==> src/rtl/multicycle_pkg.sv <==
`default_nettype none
// ============================================================================
//  Module      : multicycle_pkg
//  Description : Shared definitions for the multi-cycle ARMv8-subset control
//                path: FSM state codes, opcode values/masks, extender-select
//                and ALU-control codes, and the instruction-class enum.
//                Optional feature macro used by importers: MOVZ_EN.
//  Revision    : 1.0 - initial release
// ============================================================================
package multicycle_pkg;

    // FSM state encoding
    localparam logic [2:0] c_ST_FETCH  = 3'd0;
    localparam logic [2:0] c_ST_DECODE = 3'd1;
    localparam logic [2:0] c_ST_EXEC   = 3'd2;
    localparam logic [2:0] c_ST_MEM    = 3'd3;
    localparam logic [2:0] c_ST_WB     = 3'd4;
    localparam logic [2:0] c_ST_HALT   = 3'd5;

    // Immediate-extender select
    localparam logic [2:0] c_SIGN_I    = 3'b000;
    localparam logic [2:0] c_SIGN_D    = 3'b001;
    localparam logic [2:0] c_SIGN_B    = 3'b010;
    localparam logic [2:0] c_SIGN_CB   = 3'b011;
    localparam logic [2:0] c_SIGN_MOVZ = 3'b100;

    // ALU operation codes
    localparam logic [3:0] c_ALU_AND   = 4'b0000;
    localparam logic [3:0] c_ALU_ORR   = 4'b0001;
    localparam logic [3:0] c_ALU_ADD   = 4'b0010;
    localparam logic [3:0] c_ALU_SUB   = 4'b0110;
    localparam logic [3:0] c_ALU_PASSB = 4'b0111;

    // Opcode values (IR[31:21]); don't-care bits are zero in the value and
    // cleared in the matching mask.
    localparam logic [10:0] c_OP_LDUR = 11'b11111000010;
    localparam logic [10:0] c_OP_STUR = 11'b11111000000;
    localparam logic [10:0] c_OP_ADD  = 11'b10001011000;
    localparam logic [10:0] c_OP_SUB  = 11'b11001011000;
    localparam logic [10:0] c_OP_AND  = 11'b10001010000;
    localparam logic [10:0] c_OP_ORR  = 11'b10101010000;
    localparam logic [10:0] c_OP_ADDI = 11'b10010001000;
    localparam logic [10:0] c_OP_SUBI = 11'b11010001000;
    localparam logic [10:0] c_OP_B    = 11'b00010100000;
    localparam logic [10:0] c_OP_CBZ  = 11'b10110100000;
    localparam logic [10:0] c_OP_MOVZ = 11'b11010010100;

    localparam logic [10:0] c_MSK_FULL = 11'b11111111111;
    localparam logic [10:0] c_MSK_IMM  = 11'b11111111110;
    localparam logic [10:0] c_MSK_B    = 11'b11111100000;
    localparam logic [10:0] c_MSK_CBZ  = 11'b11111111000;
    localparam logic [10:0] c_MSK_MOVZ = 11'b11111111100;

    typedef enum logic [2:0] {
        CLS_R,
        CLS_I,
        CLS_D_LD,
        CLS_D_ST,
        CLS_B,
        CLS_CB,
        CLS_MOVZ,
        CLS_ILLEGAL
    } instr_class_e;

    function automatic logic op_match(input logic [10:0] op,
                                      input logic [10:0] val,
                                      input logic [10:0] msk);
        return ((op ^ val) & msk) == 11'd0;
    endfunction

endpackage
`default_nettype wire

==> src/rtl/multicycle_ctrl_if.sv <==
`default_nettype none
// ============================================================================
//  Module      : multicycle_ctrl_if
//  Description : Bundle between the control FSM and the datapath/memory.
//                master : control FSM (drives enables/selects, MemReq)
//                slave  : datapath + memory (drives Opcode, Zero, MemAck)
//  Ports       : Opcode[10:0], Zero, MemAck (to FSM); MemReq, MemWrite,
//                InstrSel, IRWrite, PCWrite, PCSrc, SignOp[2:0], ALUSrc,
//                ALUCtrl[3:0], Reg2Loc, RegWrite, MemToReg, Fault (from FSM)
//  Revision    : 1.0 - initial release
// ============================================================================
interface multicycle_ctrl_if;
    logic [10:0] Opcode;
    logic        Zero;
    logic        MemAck;
    logic        MemReq;
    logic        MemWrite;
    logic        InstrSel;
    logic        IRWrite;
    logic        PCWrite;
    logic        PCSrc;
    logic [2:0]  SignOp;
    logic        ALUSrc;
    logic [3:0]  ALUCtrl;
    logic        Reg2Loc;
    logic        RegWrite;
    logic        MemToReg;
    logic        Fault;

    modport master (
        input  Opcode, Zero, MemAck,
        output MemReq, MemWrite, InstrSel, IRWrite, PCWrite, PCSrc, SignOp,
               ALUSrc, ALUCtrl, Reg2Loc, RegWrite, MemToReg, Fault
    );

    modport slave (
        output Opcode, Zero, MemAck,
        input  MemReq, MemWrite, InstrSel, IRWrite, PCWrite, PCSrc, SignOp,
               ALUSrc, ALUCtrl, Reg2Loc, RegWrite, MemToReg, Fault
    );
endinterface
`default_nettype wire

==> src/rtl/multicycle_ctrl_opcode_decoder.sv <==
`default_nettype none
// ============================================================================
//  Module      : multicycle_ctrl_opcode_decoder
//  Description : Combinational opcode decoder. Maps IR[31:21] to an
//                instruction class plus extender select, ALU operation,
//                ALU B-source and register-port-B select.
//                MOVZ_EN: when defined, MOVZ decodes as a pass-B immediate
//                move; otherwise MOVZ is reported as illegal.
//  Ports       : i_opcode[10:0] in; o_cls, o_sign_op[2:0], o_alu_ctrl[3:0],
//                o_alu_src, o_reg2loc out
//  Revision    : 1.0 - initial release
// ============================================================================
module multicycle_ctrl_opcode_decoder
    import multicycle_pkg::*;
(
    input  logic [10:0]  i_opcode,
    output instr_class_e o_cls,
    output logic [2:0]   o_sign_op,
    output logic [3:0]   o_alu_ctrl,
    output logic         o_alu_src,
    output logic         o_reg2loc
);

    always_comb begin
        o_cls      = CLS_ILLEGAL;
        o_sign_op  = c_SIGN_I;
        o_alu_ctrl = c_ALU_AND;
        o_alu_src  = 1'b0;
        o_reg2loc  = 1'b0;

        if (op_match(i_opcode, c_OP_LDUR, c_MSK_FULL)) begin
            o_cls      = CLS_D_LD;
            o_sign_op  = c_SIGN_D;
            o_alu_ctrl = c_ALU_ADD;
            o_alu_src  = 1'b1;
        end else if (op_match(i_opcode, c_OP_STUR, c_MSK_FULL)) begin
            // Store data comes from Rt, so port B must read Rt.
            o_cls      = CLS_D_ST;
            o_sign_op  = c_SIGN_D;
            o_alu_ctrl = c_ALU_ADD;
            o_alu_src  = 1'b1;
            o_reg2loc  = 1'b1;
        end else if (op_match(i_opcode, c_OP_ADD, c_MSK_FULL)) begin
            o_cls      = CLS_R;
            o_alu_ctrl = c_ALU_ADD;
        end else if (op_match(i_opcode, c_OP_SUB, c_MSK_FULL)) begin
            o_cls      = CLS_R;
            o_alu_ctrl = c_ALU_SUB;
        end else if (op_match(i_opcode, c_OP_AND, c_MSK_FULL)) begin
            o_cls      = CLS_R;
            o_alu_ctrl = c_ALU_AND;
        end else if (op_match(i_opcode, c_OP_ORR, c_MSK_FULL)) begin
            o_cls      = CLS_R;
            o_alu_ctrl = c_ALU_ORR;
        end else if (op_match(i_opcode, c_OP_ADDI, c_MSK_IMM)) begin
            o_cls      = CLS_I;
            o_alu_ctrl = c_ALU_ADD;
            o_alu_src  = 1'b1;
        end else if (op_match(i_opcode, c_OP_SUBI, c_MSK_IMM)) begin
            o_cls      = CLS_I;
            o_alu_ctrl = c_ALU_SUB;
            o_alu_src  = 1'b1;
        end else if (op_match(i_opcode, c_OP_B, c_MSK_B)) begin
            o_cls      = CLS_B;
            o_sign_op  = c_SIGN_B;
        end else if (op_match(i_opcode, c_OP_CBZ, c_MSK_CBZ)) begin
            // Rt is passed straight through the ALU to drive the Zero flag.
            o_cls      = CLS_CB;
            o_sign_op  = c_SIGN_CB;
            o_alu_ctrl = c_ALU_PASSB;
            o_reg2loc  = 1'b1;
        end
`ifdef MOVZ_EN
        else if (op_match(i_opcode, c_OP_MOVZ, c_MSK_MOVZ)) begin
            o_cls      = CLS_MOVZ;
            o_sign_op  = c_SIGN_MOVZ;
            o_alu_ctrl = c_ALU_PASSB;
            o_alu_src  = 1'b1;
        end
`else
        else if (op_match(i_opcode, c_OP_MOVZ, c_MSK_MOVZ)) begin
            // Without MOVZ support the opcode must trap, and the MOVZ
            // extender code is never produced.
            o_cls      = CLS_ILLEGAL;
        end
`endif
    end

endmodule
`default_nettype wire

==> src/rtl/multicycle_ctrl.sv <==
`default_nettype none
// ============================================================================
//  Module      : multicycle_ctrl
//  Description : Multi-cycle control FSM for the ARMv8-subset CPU. Sequences
//                FETCH/DECODE/EXEC/MEM/WB over a shared instruction/data
//                memory, one instruction at a time, with a MemReq/MemAck
//                handshake and a memory-wait timeout. Illegal opcodes and
//                timeouts park the FSM in HALT with a sticky Fault.
//                MOVZ_EN: enables MOVZ decode (see opcode decoder).
//  Ports       : CLK, Reset (async, active-high); bus (multicycle_ctrl_if
//                master modport) carrying Opcode/Zero/MemAck in and all
//                enables/selects/Fault out.
//  Parameters  : MEM_TIMEOUT - cycles of unanswered MemReq before Fault
//                (1..255, 8-bit counter)
//  Revision    : 1.0 - initial release
// ============================================================================
module multicycle_ctrl
    import multicycle_pkg::*;
#(
    parameter int MEM_TIMEOUT = 255
)(
    input  logic              CLK,
    input  logic              Reset,
    multicycle_ctrl_if.master bus
);

    localparam logic [7:0] c_TIMEOUT_LAST = 8'(MEM_TIMEOUT - 1);

    logic [2:0]   state_q, state_d;
    logic [7:0]   cnt_q,   cnt_d;
    logic         fault_q, fault_d;
    // Held low by Reset so every output is 0 while Reset is asserted; the
    // first FETCH request appears one edge after Reset is released.
    logic         run_q;

    instr_class_e w_cls;
    logic [2:0]   w_dec_sign_op;
    logic [3:0]   w_dec_alu_ctrl;
    logic         w_dec_alu_src;
    logic         w_dec_reg2loc;

    logic         w_mem_req;
    logic         w_mem_write;
    logic         w_instr_sel;
    logic         w_ir_write;
    logic         w_pc_write;
    logic         w_pc_src;
    logic [2:0]   w_sign_op;
    logic         w_alu_src;
    logic [3:0]   w_alu_ctrl;
    logic         w_reg2loc;
    logic         w_reg_write;
    logic         w_mem_to_reg;

    multicycle_ctrl_opcode_decoder u_opcode_decoder (
        .i_opcode   (bus.Opcode),
        .o_cls      (w_cls),
        .o_sign_op  (w_dec_sign_op),
        .o_alu_ctrl (w_dec_alu_ctrl),
        .o_alu_src  (w_dec_alu_src),
        .o_reg2loc  (w_dec_reg2loc)
    );

    always_comb begin
        state_d      = state_q;
        cnt_d        = cnt_q;
        fault_d      = fault_q;
        w_mem_req    = 1'b0;
        w_mem_write  = 1'b0;
        w_instr_sel  = 1'b0;
        w_ir_write   = 1'b0;
        w_pc_write   = 1'b0;
        w_pc_src     = 1'b0;
        w_sign_op    = c_SIGN_I;
        w_alu_src    = 1'b0;
        w_alu_ctrl   = c_ALU_AND;
        w_reg2loc    = 1'b0;
        w_reg_write  = 1'b0;
        w_mem_to_reg = 1'b0;

        if (run_q) begin
            case (state_q)
                c_ST_FETCH: begin
                    w_mem_req   = 1'b1;
                    w_instr_sel = 1'b1;
                    // IR load and PC+4 happen in the acknowledge cycle itself.
                    if (bus.MemAck) begin
                        w_ir_write = 1'b1;
                        w_pc_write = 1'b1;
                        state_d    = c_ST_DECODE;
                    end
                end

                c_ST_DECODE: begin
                    if (w_cls == CLS_ILLEGAL) begin
                        state_d = c_ST_HALT;
                        fault_d = 1'b1;
                    end else begin
                        w_sign_op = w_dec_sign_op;
                        w_reg2loc = w_dec_reg2loc;
                        state_d   = c_ST_EXEC;
                    end
                end

                c_ST_EXEC: begin
                    w_sign_op  = w_dec_sign_op;
                    w_reg2loc  = w_dec_reg2loc;
                    w_alu_src  = w_dec_alu_src;
                    w_alu_ctrl = w_dec_alu_ctrl;
                    case (w_cls)
                        CLS_R, CLS_I, CLS_MOVZ: state_d = c_ST_WB;
                        CLS_D_LD, CLS_D_ST:     state_d = c_ST_MEM;
                        // The datapath still holds the branch's own PC
                        // alongside PC+4; PCSrc=1 adds the offset to it.
                        CLS_B: begin
                            w_pc_write = 1'b1;
                            w_pc_src   = 1'b1;
                            state_d    = c_ST_FETCH;
                        end
                        CLS_CB: begin
                            w_pc_write = bus.Zero;
                            w_pc_src   = bus.Zero;
                            state_d    = c_ST_FETCH;
                        end
                        default: begin
                            state_d = c_ST_HALT;
                            fault_d = 1'b1;
                        end
                    endcase
                end

                c_ST_MEM: begin
                    w_mem_req   = 1'b1;
                    w_mem_write = (w_cls == CLS_D_ST);
                    w_sign_op   = w_dec_sign_op;
                    w_reg2loc   = w_dec_reg2loc;
                    if (bus.MemAck) begin
                        state_d = (w_cls == CLS_D_ST) ? c_ST_FETCH : c_ST_WB;
                    end
                end

                c_ST_WB: begin
                    w_reg_write  = 1'b1;
                    w_mem_to_reg = (w_cls == CLS_D_LD);
                    w_sign_op    = w_dec_sign_op;
                    w_reg2loc    = w_dec_reg2loc;
                    state_d      = c_ST_FETCH;
                end

                c_ST_HALT: begin
                    state_d = c_ST_HALT;
                end

                default: begin
                    state_d = c_ST_HALT;
                    fault_d = 1'b1;
                end
            endcase

            // Wait counter: an acknowledge in the limit cycle is honoured
            // because the limit is only tested when MemAck is absent.
            if (w_mem_req) begin
                if (bus.MemAck) begin
                    cnt_d = 8'd0;
                end else if (cnt_q == c_TIMEOUT_LAST) begin
                    cnt_d   = cnt_q + 8'd1;
                    state_d = c_ST_HALT;
                    fault_d = 1'b1;
                end else begin
                    cnt_d = cnt_q + 8'd1;
                end
            end
        end
    end

    always_ff @(posedge CLK or posedge Reset) begin
        if (Reset) begin
            state_q <= c_ST_FETCH;
            cnt_q   <= 8'd0;
            fault_q <= 1'b0;
            run_q   <= 1'b0;
        end else begin
            state_q <= state_d;
            cnt_q   <= cnt_d;
            fault_q <= fault_d;
            run_q   <= 1'b1;
        end
    end

    assign bus.MemReq   = w_mem_req;
    assign bus.MemWrite = w_mem_write;
    assign bus.InstrSel = w_instr_sel;
    assign bus.IRWrite  = w_ir_write;
    assign bus.PCWrite  = w_pc_write;
    assign bus.PCSrc    = w_pc_src;
    assign bus.SignOp   = w_sign_op;
    assign bus.ALUSrc   = w_alu_src;
    assign bus.ALUCtrl  = w_alu_ctrl;
    assign bus.Reg2Loc  = w_reg2loc;
    assign bus.RegWrite = w_reg_write;
    assign bus.MemToReg = w_mem_to_reg;
    assign bus.Fault    = fault_q;

endmodule
`default_nettype wire

==> src/flat_wrapper.sv <==
// flat-port wrapper written by rule: the top's interface ports become plain ports
module multicycle_ctrl_flat import multicycle_pkg::*;
#(
    parameter int MEM_TIMEOUT = 255
)
  (CLK, Reset, bus_Opcode, bus_Zero, bus_MemAck, bus_MemReq, bus_MemWrite, bus_InstrSel, bus_IRWrite, bus_PCWrite, bus_PCSrc, bus_SignOp, bus_ALUSrc, bus_ALUCtrl, bus_Reg2Loc, bus_RegWrite, bus_MemToReg, bus_Fault);
  multicycle_ctrl_if bus_i ();
  input  logic CLK;
  input  logic Reset;
  input wire logic [$bits(bus_i.Opcode)-1:0] bus_Opcode;
  input wire logic [$bits(bus_i.Zero)-1:0] bus_Zero;
  input wire logic [$bits(bus_i.MemAck)-1:0] bus_MemAck;
  output wire logic [$bits(bus_i.MemReq)-1:0] bus_MemReq;
  output wire logic [$bits(bus_i.MemWrite)-1:0] bus_MemWrite;
  output wire logic [$bits(bus_i.InstrSel)-1:0] bus_InstrSel;
  output wire logic [$bits(bus_i.IRWrite)-1:0] bus_IRWrite;
  output wire logic [$bits(bus_i.PCWrite)-1:0] bus_PCWrite;
  output wire logic [$bits(bus_i.PCSrc)-1:0] bus_PCSrc;
  output wire logic [$bits(bus_i.SignOp)-1:0] bus_SignOp;
  output wire logic [$bits(bus_i.ALUSrc)-1:0] bus_ALUSrc;
  output wire logic [$bits(bus_i.ALUCtrl)-1:0] bus_ALUCtrl;
  output wire logic [$bits(bus_i.Reg2Loc)-1:0] bus_Reg2Loc;
  output wire logic [$bits(bus_i.RegWrite)-1:0] bus_RegWrite;
  output wire logic [$bits(bus_i.MemToReg)-1:0] bus_MemToReg;
  output wire logic [$bits(bus_i.Fault)-1:0] bus_Fault;
  assign bus_i.Opcode = bus_Opcode;
  assign bus_i.Zero = bus_Zero;
  assign bus_i.MemAck = bus_MemAck;
  assign bus_MemReq = bus_i.MemReq;
  assign bus_MemWrite = bus_i.MemWrite;
  assign bus_InstrSel = bus_i.InstrSel;
  assign bus_IRWrite = bus_i.IRWrite;
  assign bus_PCWrite = bus_i.PCWrite;
  assign bus_PCSrc = bus_i.PCSrc;
  assign bus_SignOp = bus_i.SignOp;
  assign bus_ALUSrc = bus_i.ALUSrc;
  assign bus_ALUCtrl = bus_i.ALUCtrl;
  assign bus_Reg2Loc = bus_i.Reg2Loc;
  assign bus_RegWrite = bus_i.RegWrite;
  assign bus_MemToReg = bus_i.MemToReg;
  assign bus_Fault = bus_i.Fault;
  multicycle_ctrl #(.MEM_TIMEOUT(MEM_TIMEOUT)) u_core (.CLK(CLK), .Reset(Reset), .bus(bus_i));
endmodule
==> config.mk <==
export PLATFORM = sky130hd
export DESIGN_NAME = multicycle_ctrl_flat
export DESIGN_NICKNAME = d
export VERILOG_FILES = /design/src/rtl/multicycle_pkg.sv /design/src/rtl/multicycle_ctrl_if.sv /design/src/rtl/multicycle_ctrl_opcode_decoder.sv /design/src/rtl/multicycle_ctrl.sv /design/src/flat_wrapper.sv
export SDC_FILE = /design/constraint.sdc
export NUM_CORES = 1
export LEC_CHECK = 0
export BUFFER_PORTS_ARGS = -buffer_cell sky130_fd_sc_hd__buf_4
export CAP_MARGIN = 20
export CORE_MARGIN = 2
export CORE_UTILIZATION = 54
export CTS_BUF_LIST = sky130_fd_sc_hd__clkbuf_4
export CTS_CLUSTER_DIAMETER = 50
export CTS_CLUSTER_SIZE = 24
export DETAILED_ROUTE_END_ITERATION = 12
export PLACE_DENSITY = 0.87
export SLEW_MARGIN = 20
export SYNTH_ARGS = -nofsm -noshare
export SYNTH_HDL_FRONTEND = slang
export SYNTH_HIERARCHICAL = 1
export SYNTH_SLANG_ARGS = --single-unit
==> constraint.sdc <==
create_clock -name CLK -period 2.7 [get_ports CLK]
set_input_delay 0.405 -clock CLK [delete_from_list [all_inputs] [get_ports CLK]]
set_output_delay 0.405 -clock CLK [all_outputs]
set_load 0.01 [all_outputs]
### After elaboration in Yosys (flattened, before gate mapping)

Index checks and enable logic that the tools add are counted.

| operators by class | value |
|---|---|
| equal/unequal tests | 13 |
| bitwise logic cells | 10 |
| muxes and demuxes | 93 |
| $add $sub $neg | 1 |
| reductions and logical operators | 20 |

Operators with widths:

| operator | count |
|---|---|
| 11-bit zero test | 10 |
| 3-bit two-way mux | 27 |
| 1-bit two-way mux | 44 |
| 2-bit two-way mux | 11 |
| 3-bit == test (second input constant) | 6 |
| 4-bit NOT | 4 |
| 3-bit case mux with 5 select lines | 1 |
| 3-bit by 2-bit == test with 1-bit output (second input constant) | 4 |
| 4-bit two-way mux | 3 |
| 5-bit NOT | 2 |
| 3-bit case mux with 3 select lines | 1 |
| 8-bit by 1-bit adder with 8-bit output (second input constant) | 1 |
| 8-bit == test (second input constant) | 1 |
| 8-bit two-way mux | 1 |
| 7-bit OR reduction | 1 |
| 3-bit by 1-bit == test with 1-bit output (second input constant) | 2 |
| 3-bit zero test | 2 |
| 3-bit NOT | 2 |
| 6-bit NOT | 1 |
| 1-bit case mux with 2 select lines | 3 |
| 3-bit case mux with 2 select lines | 1 |
| 2-bit OR reduction | 3 |
| 3-bit OR reduction | 2 |
| 4-bit OR reduction | 1 |
| other kinds (3) | 3 |

| storage, ports and cells | value |
|---|---|
| word-level logic and storage cells | 141 |
| register bits | 13 |
| input bits | 15 |

### Longest topological paths before layout

Gate-level depths: netlist of run 1.

| depth | value |
|---|---|
| depth after elaboration | 19 |
| depth in mapped cells | 8 |

### Hierarchy

Netlist of run 1, hierarchy kept.

Modules (own cells, without submodules):

| module | cells each | seq. area each (um^2) | instances | area an instance (um^2) |
|---|---|---|---|---|
| multicycle_ctrl | 114 | 325.3 | 1 | 964.7 |
| multicycle_ctrl_opcode_decoder | 36 | 0.0 | 1 | 232.7 |

### Worst setup path after synthesis of run 1

No wires, ideal clock.

| path | value |
|---|---|
| kind | input -> output |
| from | input bus_Opcode[5] |
| to | output bus_PCWrite |
| data arrival time | 2.021 ns |
| buffers on the path | 0 |
| required time | 2.295 ns |
| slack | 0.274 ns |
| stages on the path | 7 |
| path through | nor4b_2 -> or3b_1 -> a21oi_2 -> o21ba_1 -> nor2b_1 -> o211a_1 -> or2_2 |

| between the ends | value |
|---|---|
| elaborated cells on any way between the ends | 27 |
| those cells by class | eq/ne (2); mux (13); bitwise (2); reduce/logical (10) |

RTL lines:

| what | RTL line | text |
|---|---|---|
| from (decl) | flat_wrapper.sv:10 | `input wire logic [$bits(bus_i.Opcode)-1:0] bus_Opcode;` |
| 11-bit zero test | multicycle_pkg.sv:68 | `return ((op ^ val) & msk) == 11'd0;` |
| 3-bit two-way mux | multicycle_ctrl_opcode_decoder.sv:59 | `end else if (op_match(i_opcode, c_OP_SUBI, c_MSK_IMM)) begin` |
| 3-bit two-way mux | multicycle_ctrl_opcode_decoder.sv:55 | `end else if (op_match(i_opcode, c_OP_ADDI, c_MSK_IMM)) begin` |
| 3-bit two-way mux | multicycle_ctrl_opcode_decoder.sv:52 | `end else if (op_match(i_opcode, c_OP_ORR, c_MSK_FULL)) begin` |
| 3-bit two-way mux | multicycle_ctrl_opcode_decoder.sv:49 | `end else if (op_match(i_opcode, c_OP_AND, c_MSK_FULL)) begin` |
| 3-bit two-way mux | multicycle_ctrl_opcode_decoder.sv:46 | `end else if (op_match(i_opcode, c_OP_SUB, c_MSK_FULL)) begin` |
| 3-bit two-way mux | multicycle_ctrl_opcode_decoder.sv:43 | `end else if (op_match(i_opcode, c_OP_ADD, c_MSK_FULL)) begin` |
| 3-bit two-way mux | multicycle_ctrl_opcode_decoder.sv:36 | `end else if (op_match(i_opcode, c_OP_STUR, c_MSK_FULL)) begin` |
| 3-bit two-way mux * | multicycle_ctrl_opcode_decoder.sv:31 | `if (op_match(i_opcode, c_OP_LDUR, c_MSK_FULL)) begin` |
| net u_core.w_cls[2] | multicycle_ctrl.sv:36 | `instr_class_e w_cls;` |
| 3-bit == test | multicycle_ctrl.sv:110 | `case (w_cls)` |
| 1-bit case mux with 2 select lines * | multicycle_ctrl.sv:110 |  |
| 1-bit case mux with 2 select lines * | multicycle_ctrl.sv:82 | `case (state_q)` |
| 1-bit two-way mux * | multicycle_ctrl.sv:81 | `if (run_q) begin` |
| to (decl) | flat_wrapper.sv:17 | `output wire logic [$bits(bus_i.PCWrite)-1:0] bus_PCWrite;` |

Mark *: on every way through the listed nets, which the timed path passes. The rest lies on a longest branch.

### Final worst setup path of run 1

| path | value |
|---|---|
| from | input bus_Opcode[0] |
| to | output bus_PCWrite |

| between the ends | value |
|---|---|
| word-level cells in the longest chain between the ends | 11 |
| elaborated cells on any way between the ends | 17 |
| those cells by class | eq/ne (2); mux (9); reduce/logical (6) |

RTL lines:

| what | RTL line |
|---|---|
| 11-bit zero test | multicycle_pkg.sv:68 |
| 3-bit two-way mux | multicycle_ctrl_opcode_decoder.sv:52 |
| 3-bit two-way mux | multicycle_ctrl_opcode_decoder.sv:49 |
| 3-bit two-way mux | multicycle_ctrl_opcode_decoder.sv:46 |
| 3-bit two-way mux | multicycle_ctrl_opcode_decoder.sv:43 |
| 3-bit two-way mux | multicycle_ctrl_opcode_decoder.sv:36 |
| 3-bit two-way mux * | multicycle_ctrl_opcode_decoder.sv:31 |
| net u_core.w_cls[2] | multicycle_ctrl.sv:36 |
| 3-bit == test | multicycle_ctrl.sv:110 |
| 1-bit case mux with 2 select lines * | multicycle_ctrl.sv:110 |
| 1-bit case mux with 2 select lines * | multicycle_ctrl.sv:82 |
| 1-bit two-way mux * | multicycle_ctrl.sv:81 |

Marked as above.

==> metrics.md, run 1 <==
| Metric | Value |
|---|---|
| Cell taking the most area after synthesis | dfrtp_1 |
| Adder-Cell Fraction of Synth Area | 2.090% |
| RSZ-0062 raised after global routing | true |
| HPWL Detailed | 2.226 mm |
| CP Class | input port to output port |
| FMAX | 378.5 MHz |
| Reg2Reg Depth | 4 |
| Min-Delay Path Class | input port to async pin |
| Post-synthesis compound-gate area fraction | 23.20% |
| Sink Count | 13 |
| Layout Nets | 200 |
| Die Y | 51.09 um |
| Worst vdd ir | 270.0 uV |
| Slew Viols, Final | 0 |
| Placed cells | 202 |
| Hold-fix buffers at CTS | 0 |
| Fraction of registers with async set/reset | 100.0% |
| FF-to-FF setup slack | 0.98 ns |
| Max Cap Viol | 0 |
| Number of fillers in the final layout | 167 |
| R2R Path End | u_core/cnt_q[7] |
| Power per cell area | 250.9 nW/um^2 |
| Area fraction of the dominant cell type after synthesis | 27.17% |
| Required @ worst endpoint | 2.30 ns |
| CTS tree | built |
| Share of cells above drive strength 1 | 31.32% |
| Pleak | 0.7204 nW |
| Final non-filler cell total | 210 |
| Synth Area in XOR/XNOR | 0.7315% |
| P&R area growth vs syn | 27.90% |
| Cell row count | 17 |
| Slowest Stage Delay on Critical Path | 0.42 ns |
| Mapped Cells | 150 |
| Port buffer count | 30 |
| Main combinational cell family by area after synthesis | simple AND/OR/NAND/NOR gates |
| Setup violators final | 0 |
| Post-Syn Area | 1197 um^2 |
| Initial Util | 55.74% |
| Yosys warns | 6 |
| All-layer global routing usage | 25.08% |
| Top cells by count, synth | 13 x dfrtp_1, 12 x nand2_1, 11 x and2_1, 10 x nor2_1, 7 x o21ai_0 |
| Type of destination of the critical path | output port |
| Placer Congestion | 0.8258 |
| Max FO, Critical Path | 4 |
| Avg Cell Area, Syn | 7.983 um^2 |
| Clock skew | 0.008401 ns |
| Clock root buffer master | clkbuf_4 |
| Top cells by area, synth | dfrtp_1 27%, and2_1 5.7%, nand2_1 3.8%, nor2_1 3.1%, nor2b_1 3.1% |
| Detailed-route wire length per cell | 15.67 um |
| DR pass1 iterations | 4 |
| Largest net degree at the start of global routing | 16 |
| Core area | 2148 um^2 |
| Status | completed |
| Worst-path clk slew | 0.08 ns |
| Post-synthesis mux area share | 0% |
| First-pass GRT wire length | 4.968 mm |
| Top_reg_cell synth | dfrtp_1 |
| Post-synth EDFFs | 0 |
| N_diodes | 0 |
| DRT antenna net count | 0 |
| Max Buffers Root-to-Sink | 2 |
| Vias per cell | 5.805 |
| DR iter-0 viols | 60 |
| Post-route cell area | 1531 um^2 |
| Initial antenna violation count | 0 |
| CTS H-tree lvls | 1 |
| Area after DPL | 1419 um^2 |
| DR DRC count | 0 |
| Worst path cell trace | buf_4 -> nor4b_4 -> or3b_4 -> a21oi_2 -> o21ba_4 -> nor2b_2 -> o211a_1 -> or2_4 -> buf_6 |
| Die ar. | 2610 um^2 |
| Top Family by Delay on Critical Path | simple AND/OR/NAND/NOR gates |
| Period minus WS final | 2.642 ns |
| Final hold vios | 0 |
| Most common cell in the netlist | dfrtp_1 |
| Design Power | 0.3842 mW |
| Slew @ Worst Pin | 0.5054 ns |
| I/O pin cnt | 33 |
| Remaining Overflow, GRT | 0 |
| CP arrival | 2.24 ns |
| Synthesis-stage register bit count | 13 |
| Die Wd | 51.09 um |
| Period utilization | 97.84% |
| Startpoint Class | input port |
| Sequential cell area fraction in the yosys report | 27.17% |
| Post-Synth Simple-Gate Area | 38.87% |
| DRT Wirelength | 3.290 mm |
| Slowest library cell on the worst path | or3b_4 |
| Vias in the first global route | 1130 |
| Setup TNS | 0 ns |
| Count of different cell masters after synthesis | 56 |
| WP buf/inv | 2 |
| FF-to-FF Start | u_core/state_q[0] |
| Clock Latency Late Sink | 0.28 ns |
| CTS Buf Count | 3 |
| Routed vias | 1219 |
| Slew margin rel. | 66.27% |
==> flip-flops by register name (all words and copies together) (netlist names) <==
register	count
u_core/cnt_q	8
u_core/run_q	1
u_core/bus.Fault	1
u_core/state_q	3
==> kinds of logic after synthesis <==
family	Yosys count
AO/OA/AOI/OAI	39
AND/OR/NAND/NOR	76
adder cells (fa/ha/maj)	2
flip-flops	13
XOR/XNOR	1
other	2
buffers and inverters	17
==> routing by layer <==
metal	GRT usage (%)	share of wire, %	vias to the layer above
met2	45.67	56	40
li1	-	-	601
met5	0	0	-
met1	28.91	39	572
met4	7.207	1.3	0
met3	5.848	4.0	6
==> metrics by stage <==
| step | worst slack (ns) | hold WS, ns | util (%) |
|---|---|---|---|
| 3_5_place_dp | -0.03086 | 0.4611 | 66.05 |
| 4_1_cts | 0.007035 | 0.1565 | 68.96 |
| 6_report | 0.05833 | 0.1479 | 71.29 |
| 5_1_grt | -0.03890 | 0.1783 | 71.29 |
| 3_3_place_gp | 0.03424 | 0.4509 | 66.05 |
| 2_1_floorplan | 0.2743 | 0.2820 | - |
==> placed cells by master, fill, tap and decap left out, types with 2 or more instances in the layout <==
| master | n |
|---|---|
| nand2b_1 | 3 |
| inv_2 | 2 |
| clkbuf_4 | 4 |
| nand3_1 | 3 |
| o31ai_1 | 5 |
| conb_1 | 3 |
| and3_1 | 2 |
| dfrtp_1 | 13 |
| nand4_1 | 2 |
| nor3b_1 | 2 |
| nor3_1 | 5 |
| o21a_1 | 2 |
| ha_1 | 2 |
| a21o_1 | 2 |
| nor2_1 | 9 |
| buf_4 | 35 |
| inv_1 | 5 |
| o21ai_1 | 2 |
| or3_1 | 2 |
| and2_1 | 10 |
| or2_1 | 2 |
| a41oi_1 | 4 |
| nand2_1 | 12 |
| o21ai_0 | 7 |
| nand3b_1 | 2 |
| a21oi_2 | 2 |
| a21oi_1 | 4 |
| nor2b_1 | 5 |
==> how the worst max path moves through the flow <==
stage / slack (ns) / from / cells after the start / end
5_1_grt: -0.04 / bus_Opcode[0] / 11 / bus_SignOp[1]
4_1_cts: 0.007 / bus_Opcode[5] / 9 / bus_PCWrite
2_1_floorplan: 0.27 / bus_Opcode[5] / 7 / bus_PCWrite
3_3_place_gp: 0.03 / bus_Opcode[5] / 9 / bus_PCWrite
6_report: 0.06 / bus_Opcode[0] / 9 / bus_PCWrite
3_5_place_dp: -0.03 / bus_Opcode[5] / 9 / bus_PCWrite
==> timing repair <==
item / CTS / global route
pin swaps: 1 / 7
buffers inserted: 2 / 2
resized for setup: 4 / 9
endpoints found under the setup margin: 1 / 4
==> where the power goes <==
part           internal, mW  switching, mW
Combinational        0.0238         0.0283
Sequential            0.198        0.00465
Clock                0.0674         0.0626
Total                 0.289         0.0955
==> area by class of cell <==
| type | instances | area [um^2] | area share (%) |
|---|---|---|---|
| multi-input combinational | 121 | 837.1 | 54.66 |
| sequential | 13 | 325.3 | 21.24 |
| timing repair buffer | 36 | 274.0 | 17.89 |
| tap | 28 | 35.03 | 2.288 |
| clock buffer | 4 | 30.03 | 1.961 |
| inverter | 8 | 30.03 | 1.961 |
(Power assumes the default switching activity.)
==> run 2: changes to the inputs <==
--- a/config.mk
+++ b/config.mk
@@ -5,15 +5,16 @@
 export SDC_FILE = /design/constraint.sdc
 export NUM_CORES = 1
 export LEC_CHECK = 0
+export ABC_AREA = 1
 export BUFFER_PORTS_ARGS = -buffer_cell sky130_fd_sc_hd__buf_4
 export CAP_MARGIN = 20
 export CORE_MARGIN = 2
-export CORE_UTILIZATION = 54
+export CORE_UTILIZATION = 56
 export CTS_BUF_LIST = sky130_fd_sc_hd__clkbuf_4
 export CTS_CLUSTER_DIAMETER = 50
 export CTS_CLUSTER_SIZE = 24
 export DETAILED_ROUTE_END_ITERATION = 12
-export PLACE_DENSITY = 0.87
+export PLACE_DENSITY = 0.88
 export SLEW_MARGIN = 20
 export SYNTH_ARGS = -nofsm -noshare
 export SYNTH_HDL_FRONTEND = slang
==> constraint.sdc (replaced) <==
create_clock -name CLK -period 2.7 [get_ports CLK]
set_input_delay 0.54 -clock CLK [delete_from_list [all_inputs] [get_ports CLK]]
set_output_delay 0.54 -clock CLK [all_outputs]
set_load 0.01 [all_outputs]
==> metrics.md, run 2 <==
| Metric | Value |
|---|---|
| Status | completed |
| Remaining Overflow, GRT | 0 (unchanged) |
| WP buf/inv | 4 (+2) |
| CP Class | input port to output port |
| Synthesis-stage register bit count | 13 (unchanged) |
| Placer Congestion | 0.8945 (+8.3%) |
| Top cells by count, synth | 60 x nand2_1, 46 x nor2_1, 38 x inv_1, 25 x nand3_1, 13 x dfrtp_1 |
| Post-CTS Setup Inserts | 0 (-2) |
| Startpoint Class | input port |
| Hold-fix buffers at CTS | 0 (unchanged) |
| Max Buffers Root-to-Sink | 2 (unchanged) |
| DR iter-0 viols | 45 (-25%) |
| Clock skew | 0.002491 ns (-0.005910 ns) |
| CP arrival | 2.05 ns (-0.19 ns) |
| Post-synth EDFFs | 0 (unchanged) |
| Top_reg_cell synth | dfrtp_1 |
| Port buffer count | 30 (unchanged) |
| Die Y | 54.45 um (+6.6%) |
| Most common cell in the netlist | nand2_1 |
| HPWL Detailed | 2.697 mm (+21%) |
| Initial Util | 58.05% (+2.3 points) |
| Die ar. | 2964 um^2 (+14%) |
| FF-to-FF setup slack | 1.27 ns (+0.29 ns) |
| N_diodes | 0 (unchanged) |
| Core area | 2455 um^2 (+14%) |
| Period utilization | 96.01% (-1.8 points) |
| DR DRC count | 0 (unchanged) |
| Initial antenna violation count | 0 (unchanged) |
| All-layer global routing usage | 25.03% (-0.049 points) |
| Max Cap Viol | 0 (unchanged) |
| Top cells by area, synth | dfrtp_1 23%, nand2_1 16%, nor2_1 12%, inv_1 10%, nand3_1 8.8% |
| Fraction of registers with async set/reset | 100.0% (unchanged) |
| Period minus WS final | 2.592 ns (-0.04946 ns) |
| Most flop-heavy register | u_core/cnt_q |
| Detailed-route wire length per cell | 11.34 um (-28%) |
| Pleak | 0.9667 nW (+34%) |
| Sink Count | 13 (unchanged) |
| Largest net degree at the start of global routing | 14 (-2) |
| CTS H-tree lvls | 1 (unchanged) |
| Clock Latency Late Sink | 0.29 ns (about the same) |
| Leading cell type in the layout, fill and taps excluded | nand2_1 |
| Vias in the first global route | 1334 (+18%) |
| Clock root buffer master | clkbuf_4 |
| Slowest library cell on the worst path | nor2_1 |
| Post-Syn Area | 1425 um^2 (+19%) |
| Post-route setup slack | 0.1078 ns (+0.04946 ns) |
| Most frequent cells in the layout | 60 x nand2_1, 39 x nor2_1, 37 x inv_1 |
| Mapped Cells | 245 (+63%) |
| DRT antenna net count | 0 (unchanged) |
| Slew Viols, Final | 0 (unchanged) |
| Die Wd | 54.45 um (+6.6%) |
| DR pass1 iterations | 4 (unchanged) |
| Max reg flops | 8 (unchanged) |
| Biggest regs | u_core/cnt_q (8), u_core/state_q (3) |
| DRT Wirelength | 3.494 mm (+6.2%) |
| Avg Cell Area, Syn | 5.817 um^2 (-27%) |
| CTS tree | built |
| Type of destination of the critical path | output port |
| I/O pin cnt | 33 (unchanged) |
| P&R area growth vs syn | 23.53% |
| Cell taking the most area after synthesis | dfrtp_1 |
| Vias per cell | 5.211 (-10%) |
| Worst vdd ir | 619.6 uV (+130%) |
| Required @ worst endpoint | 2.16 ns (-0.14 ns) |
| Power per cell area | 550.0 nW/um^2 (+120%) |
| Max FO, Critical Path | 4 (unchanged) |
| Routed vias | 1605 (+32%) |
| Yosys warns | 6 (unchanged) |
| Cell row count | 18 (+1) |
| Core Util, Final | 71.71% (+0.43 points) |
| Final hold vios | 0 (unchanged) |
| Top Family by Delay on Critical Path | simple AND/OR/NAND/NOR gates |
| Layout Nets | 296 (+48%) |
| Placed cells | 304 (+50%) |
| Final hold slack | 0.2658 ns (+0.1179 ns) |
| Worst path cell trace | buf_4 -> inv_1 -> nand2_1 -> nor2_1 -> nand2_1 -> nor3_2 -> nor2_2 -> nand3_1 -> inv_2 -> nor2_4 -> nor2_4 -> nor3b_1 -> buf_4 |
| CTS Buf Count | 3 (unchanged) |
| Min-Delay Path Class | input port to async pin |
| Share of cells above drive strength 1 | 25.18% (-6.1 points) |
| Worst-path clk slew | 0.08 ns (about the same) |
| Slowest Stage Delay on Critical Path | 0.19 ns (-0.23 ns) |
| Sequential cell area fraction in the yosys report | 22.83% (-4.3 points) |
| Final non-filler cell total | 308 (+47%) |
| First-pass GRT wire length | 5.423 mm (+9.2%) |
| FMAX | 385.8 MHz (+1.9%) |
| Area fraction of the dominant cell type after synthesis | 22.83% (-4.3 points) |
| Dpl ws | 0.03662 ns (+0.06748 ns) |
| Setup violators final | 0 (unchanged) |
| Count of different cell masters after synthesis | 31 (-45%) |
-- run 2: cell families after synthesis --
| family | after synthesis | synth area share, % |
|---|---|---|
| fa+ha+maj | 2 | 1.756 |
| flops | 13 | 22.83 |
| simple gates | 162 | 53.21 |
| other cells | 2 | 0.5270 |
| compound gates | 19 | 7.990 |
| buf+inv | 47 | 13.70 |
-- run 2: final cells by class --
| class | count | area (um^2) |
|---|---|---|
| tap | 30 | 37.54 |
| inverter | 43 | 168.9 |
| sequential | 13 | 325.3 |
| clock buffer | 3 | 22.52 |
| clock inverter | 1 | 5.005 |
| multi-input combinational | 186 | 960.9 |
| timing repair buffer | 32 | 240.2 |
| fill | 223 | 694.4 |
-- run 2: repair_timing --
item                                    CTS  global route
endpoints found under the setup margin    0             5
hold endpoints to repair                  0             0
gates resized for setup                   0            15
-- run 2: worst paths after layout --
| check | startpoint | to | depth (start not counted) |
|---|---|---|---|
| setup / recovery | bus_Opcode[5] | bus_SignOp[1] | 13 |
| min in group CLK | u_core/cnt_q[4] | u_core/cnt_q[4] | 2 |
| hold reg to reg | u_core/cnt_q[4] | u_core/cnt_q[4] | 2 |
| setup reg to reg | u_core/cnt_q[0] | u_core/state_q[1] | 7 |
| max in group asynchronous | Reset | u_core/cnt_q[5] | 2 |
| hold / removal | Reset | u_core/cnt_q[1] | 2 |
-- run 2: power by group --
group / switching, mW / internal, mW
clock network: 0.0688 / 0.0553
logic: 0.284 / 0.178
registers: 0.112 / 0.270
-- run 2: layer usage --
metal / GRT usage (%) / vias to the layer above / wire length (um)
met4: 7.917 / 0 / 72
met3: 4.098 / 13 / 169
li1: - / 828 / -
met2: 44.78 / 48 / 1772
met5: 0 / - / 0
met1: 30.38 / 716 / 1479
-- run 2: stage by stage --
stage / instance area, um^2 / total power, mW / setup TNS [ns]
global route: 1760 / 1.056 / -0.03742
finish: 1760 / 0.9682 / 0
floorplan: 1429 / 0.6840 / 0
CTS: 1708 / 0.9480 / 0
detailed placement: 1680 / 0.8214 / 0
global placement: 1680 / 0.8012 / 0
